--- src/rtl/reg_wb_arbiter.sv ---
// Round-robin arbiter sharing the register file write port among NUM_REQ writeback sources.
// Writes to register 0 are dropped at the port; committed/dropped writes are counted.
module reg_wb_arbiter #(
    parameter int NUM_REQ         = 3,
    parameter int REG_INDEX_WIDTH = 5,
    parameter int REGISTER_WIDTH  = 32,
    parameter int CNT_WIDTH       = 16
) (
    input  logic                                 clk,
    input  logic                                 rst,
    input  logic [NUM_REQ-1:0]                   req_valid,
    input  logic [NUM_REQ*REG_INDEX_WIDTH-1:0]   req_index,
    input  logic [NUM_REQ*REGISTER_WIDTH-1:0]    req_data,
    output logic [NUM_REQ-1:0]                   req_ready,
    output logic                                 wr_en,
    output logic [REG_INDEX_WIDTH-1:0]           wr_reg_index,
    output logic [REGISTER_WIDTH-1:0]            wr_reg_data,
    output logic [2:0]                           grant_id,
    output logic [CNT_WIDTH-1:0]                 wr_count,
    output logic [CNT_WIDTH-1:0]                 drop_count
);

    logic [2:0]                 rr_ptr_q, rr_ptr_d;
    logic                       wr_en_q;
    logic [REG_INDEX_WIDTH-1:0] wr_idx_q;
    logic [REGISTER_WIDTH-1:0]  wr_data_q;
    logic [2:0]                 gid_q;
    logic [CNT_WIDTH-1:0]       wr_cnt_q, drop_cnt_q;

    logic                       gnt_vld;
    logic [2:0]                 gnt_sel;
    logic [REG_INDEX_WIDTH-1:0] sel_idx;
    logic [REGISTER_WIDTH-1:0]  sel_data;

    // Two passes give the wrap-around scan: first the requesters at or above
    // rr_ptr, then those below it.
    always_comb begin
        gnt_vld = 1'b0;
        gnt_sel = '0;
        for (int j = 0; j < NUM_REQ; j++) begin
            if (!gnt_vld && req_valid[j] && (3'(j) >= rr_ptr_q)) begin
                gnt_vld = 1'b1;
                gnt_sel = 3'(j);
            end
        end
        for (int j = 0; j < NUM_REQ; j++) begin
            if (!gnt_vld && req_valid[j] && (3'(j) < rr_ptr_q)) begin
                gnt_vld = 1'b1;
                gnt_sel = 3'(j);
            end
        end
    end

    always_comb begin
        req_ready = '0;
        sel_idx   = '0;
        sel_data  = '0;
        for (int j = 0; j < NUM_REQ; j++) begin
            if (gnt_sel == 3'(j)) begin
                req_ready[j] = gnt_vld && !rst;
                sel_idx      = req_index[j*REG_INDEX_WIDTH +: REG_INDEX_WIDTH];
                sel_data     = req_data[j*REGISTER_WIDTH +: REGISTER_WIDTH];
            end
        end
        rr_ptr_d = (gnt_sel == 3'(NUM_REQ - 1)) ? 3'd0 : gnt_sel + 3'd1;
    end

    always_ff @(posedge clk or posedge rst) begin
        if (rst) begin
            rr_ptr_q   <= '0;
            wr_en_q    <= 1'b0;
            wr_idx_q   <= '0;
            wr_data_q  <= '0;
            gid_q      <= '0;
            wr_cnt_q   <= '0;
            drop_cnt_q <= '0;
        end else begin
            wr_en_q <= 1'b0;
            if (gnt_vld) begin
                rr_ptr_q <= rr_ptr_d;
                if (sel_idx != '0) begin
                    wr_en_q   <= 1'b1;
                    wr_idx_q  <= sel_idx;
                    wr_data_q <= sel_data;
                    gid_q     <= gnt_sel;
                    if (wr_cnt_q != '1) wr_cnt_q <= wr_cnt_q + CNT_WIDTH'(1);
                end else if (drop_cnt_q != '1) begin
                    drop_cnt_q <= drop_cnt_q + CNT_WIDTH'(1);
                end
            end
        end
    end

    assign wr_en        = wr_en_q;
    assign wr_reg_index = wr_idx_q;
    assign wr_reg_data  = wr_data_q;
    assign grant_id     = gid_q;
    assign wr_count     = wr_cnt_q;
    assign drop_count   = drop_cnt_q;

endmodule

--- config.mk ---
export PLATFORM = sky130hd
export DESIGN_NAME = reg_wb_arbiter
export DESIGN_NICKNAME = d
export VERILOG_FILES = /design/src/rtl/reg_wb_arbiter.sv
export SDC_FILE = /design/constraint.sdc
export NUM_CORES = 1
export LEC_CHECK = 0
export ABC_AREA = 1
export CAP_MARGIN = 20
export CORE_ASPECT_RATIO = 0.9
export CORE_MARGIN = 5
export CORE_UTILIZATION = 35
export CTS_CLUSTER_SIZE = 8
export DETAILED_ROUTE_END_ITERATION = 8
export HOLD_SLACK_MARGIN = 0.08
export MAX_ROUTING_LAYER = met4
export PLACE_DENSITY = 0.73
export RECOVER_POWER = 50
export SLEW_MARGIN = 30
export SYNTH_ARGS = -nofsm -noshare
export SYNTH_HDL_FRONTEND = slang
export SYNTH_SLANG_ARGS = --single-unit
--- constraint.sdc ---
create_clock -name clk -period 3 [get_ports clk]
set_input_delay 0.6 -clock clk [delete_from_list [all_inputs] [get_ports clk]]
set_output_delay 0.6 -clock clk [all_outputs]
set_load 0.01 [all_outputs]
==> impl_metrics.toml <==
[synth]
yosys.area_share.simple_pct = 37.08
postSynth.asyncResetShare_pct = 100.0
commonest_cells_in_the_synthesized_netlist = "181 x nand2_1, 87 x nand3_1, 75 x dfrtp_1"
synth-warning-count = 0
synthTopCellsByArea = "dfrtp_1 41%, nand2_1 15%, nand3_1 9.6%"
syn_avg_cell_area_um2 = 7.509
syn_inst = 603
combinational_family_with_the_most_area_after_synthesis = "simple AND/OR/NAND/NOR gates"
synth.yosys.seq_area_share_pct = 41.45
cell_area_after_technology_mapping_um2 = 4528
yosysTopAreaCellShare_pct = 41.45
synthXorXnorAreaFrac_pct = 5.222
nets_in_the_synthesized_netlist = 721
synth_edf_count = 0
synth_compound_area_share_pct = 8.290
synth_mux_area_share_pct = 0
synthMostInstantiatedCell = "nand2_1"
synth_seq_cells = 75
synth_top_area_cell = "dfrtp_1"
synth_ff_type = "dfrtp_1"
yosys.cell_types.count = 35
post_synth_fa_ha_maj_area_fraction_pct = 0.5526

[placed_design]
global_placer_s_final_weighted_congestion = 0.9008
port_buffers = 190
placed_area_um2 = 6680
place.detailed.hpwl_mm = 11.41

[final_layout]
area_growth_synth_to_finish_pct = 55.43
finalNetCount = 914
drive_above_1_share_pct = 8.614
diodes = 0
design_area_um2 = 7038

[timing]
report.final.setup_viol = 0
totalNegativeSetupSlack_ns = 0
hold_viol_final = 0
max_slew.worst_pin.slew_ns = 1.889
finalWorstPathRequiredPeriod_ns = 2.875
timing.fmax_mhz = 347.8
grt_setup_unrepaired = "no"
worst_slew_margin_rel_pct = -25.96
period_share_pct = 95.83
worst_setup_skew_after_layout_ns = 0.008635
slew_violations = 76

[route]
post_drt_via_cell_ratio = 5.058
drt-wirelength-per-cell_um = 15.68
detail-route-antenna-nets = 0
wl_mm = 15.14
drcViolationCount = 0
dr.pass1.iters = 4
detailroute.via_count = 4881
dr.first_iter.drc_count = 320

[setup_path]
cp_data_required_time_ns = 2.40
path_buf_inv = 5
setup.worst_path.class = "input pin to primary output"
cp_slowest_stage_delay_ns = 0.47
r2r_start = "rr_ptr_q[1]$_DFFE_PP0P_"
worst_setup_path_end_kind = "primary output"
critical-path-top-delay-family = "buffers and inverters"
timing.reg2reg.worst_path_depth = 14
library_cell_contributing_the_largest_single_delay_on_the_critical_path = "clkdlybuf4s50_1"
critical_path.reg2reg.endpoint = "drop_count[8]$_DFFE_PP0P_"
setup.reg_to_reg.worst_slack_ns = 0.53
crit_path_max_fanout = 3
crit_path_frequent_cell = "nand2_1"
worstPathArrival_ns = 2.27
timing.critical_path.from_type = "input pin"
path_cells = "clkdlybuf4s50_1 > inv_1 > nor2_1 > nand2_1 > nand2_1 > buf_4 > o21ai_4 > inv_2 > nand2_1 > nor2_1 > dlygate4sd2_1"

[power_and_ir_drop]
power.combinational.fraction_pct = 38.0
share_clk_of_total_power_pct = 29.5
leakage_nw = 3.199
max-vdd-ir-drop_v = 0.0003776
power_share_of_the_sequential_group_pct = 32.4
power_per_cell_area_nw_per_um2 = 616.5
switching_power_mw = 1.426
p_sw_share_pct = 32.86
power_internal_mw = 2.913

[cts]
cts.hold.buffers_added = 0
h-tree-depth = 3
clock_tree_from_tritoncts = "done"
tritoncts.num_buffers = 9
ctsRootBufferMaster = "clkbuf_16"
ctsLongestPathBuffers = 2
worst_skew_pair.late_latency_ns = 0.33
cts.sink_count = 75
path_clk_slew_ns = 0.05

[global_routing]
grt_pass1_vias = 4982
grt_antenna_before_repair = 0
grt_util_all_layers_pct = 20.46
grt_start_max_net_pins = 76
globalRoute.totalOverflow = 0
grt_first_pass_wirelength_mm = 24.65

[hold_path]
min_delay_path_depth = 2
hold_path_startpoint = "wr_reg_data[22]$_DFFE_PP0P_"
holdPathEnd = "wr_reg_data[22]$_DFFE_PP0P_"
hold_path.class = "flip-flop to flip-flop"

[die]
rows = 39
chipWidth_um = 129.9
design.core.area_um2 = 12690
initial_core_util_pct = 35.69
top_level_ports = 192
die_area_um2 = 15320
die_h_um = 117.9

[run_status]
violated_checks = "max-capacitance violations, max-slew violations"
outcome = "finished with violations"

[flow_run]
max-cap-violations = 1
## through the flow
step	hold slack, ns	utilization (%)	instances	total power, mW	worst slack [ns]
after floorplan	0.4891	-	603	2.252	0.3215
after global placement	0.4715	52.65	949	3.099	-0.07744
after detailed placement	0.4766	52.65	949	3.151	-0.1358
after CTS	0.4888	55.47	965	4.459	0.1346
after global routing	0.5145	55.47	965	4.618	0.007927
final	0.4775	55.47	965	4.339	0.1252
## logic make-up (layout without fill, tap and decap cells)
| logic type | after synthesis | after routing |
|---|---|---|
| simple gates | 356 | 356 |
| fa+ha+maj | 2 | 2 |
| buf+inv | 71 | 269 |
| flops | 75 | 75 |
| xor+xnor | 27 | 27 |
| compound gates | 71 | 71 |
| other cells | 1 | 1 |
## cells in the final DEF (no fill, tap or decap), types with 2 or more instances in the layout
| cell type | instances |
|---|---|
| nor3_1 | 11 |
| nand2_4 | 2 |
| nor2_2 | 5 |
| buf_4 | 27 |
| dlygate4sd3_1 | 37 |
| nor2_1 | 16 |
| o21ai_0 | 4 |
| nand3_1 | 87 |
| dfrtp_1 | 75 |
| a21oi_1 | 32 |
| clkbuf_16 | 9 |
| xnor2_1 | 5 |
| clkdlybuf4s50_1 | 150 |
| clkbuf_8 | 3 |
| inv_2 | 2 |
| xor2_1 | 22 |
| nand4_1 | 38 |
| nor3_4 | 2 |
| ha_1 | 2 |
| bufinv_16 | 3 |
| inv_1 | 31 |
| o21ai_1 | 31 |
| nor4_1 | 3 |
| nand3_2 | 6 |
| nand2_1 | 181 |
| dlygate4sd2_1 | 3 |
## sequential cells by signal, indices dropped and copies added (netlist names)
name          count
drop_count       16
wr_reg_data      32
wr_en             1
grant_id          2
wr_reg_index      5
rr_ptr_q          3
wr_count         16
## power groups by stage
stage / clock network (mW) / logic [mW] / registers, mW
final: 1.28 / 1.65 / 1.41
after global routing: 1.36 / 1.81 / 1.45
after CTS: 1.31 / 1.73 / 1.42
after detailed placement: 0 / 1.72 / 1.43
after global placement: 0 / 1.68 / 1.42
after floorplan: 0 / 0.736 / 1.52
## metal layers
layer  up-vias  wire length (um)  track usage [%]
met2       150              7374            32.86
li1       2417                 -                -
met4         0               393            6.558
met3        26               959            4.991
met5         -                 0                -
met1      2288              6409            25.31
## repair_timing
item,4_1_cts,5_1_grt
setup buffers,0,0
gates cloned,0,0
endpoints found under the setup margin,3,2
pin swaps,0,0
resized for setup,3,1
## worst max path at each step
stage                            start      endpoint  cells past startpoint
after CTS                 req_valid[0]  req_ready[0]                     11
after global routing      req_valid[0]  req_ready[1]                     11
after global placement    req_valid[0]  req_ready[0]                     11
after floorplan                    rst  req_ready[0]                      3
final                     req_valid[0]  req_ready[0]                     11
after detailed placement  req_valid[0]  req_ready[0]                     11
## area by class of cell
type / instances / area, um^2
Fill cell: 1178 / 5649
Multi-Input combinational cell: 457 / 2337
Timing Repair Buffer: 219 / 2126
Sequential cell: 75 / 1877
Clock buffer: 12 / 266.5
Tap cell: 164 / 205.2
Inverter: 34 / 131.4
Clock inverter: 4 / 95.09
## tightest hold or removal path: stages, from the launching register on
cell	delay [ns]
dfrtp_1	0.33
nand2_1	0.05
o21ai_0	0.06
Power figures use the tool's default switching activity.
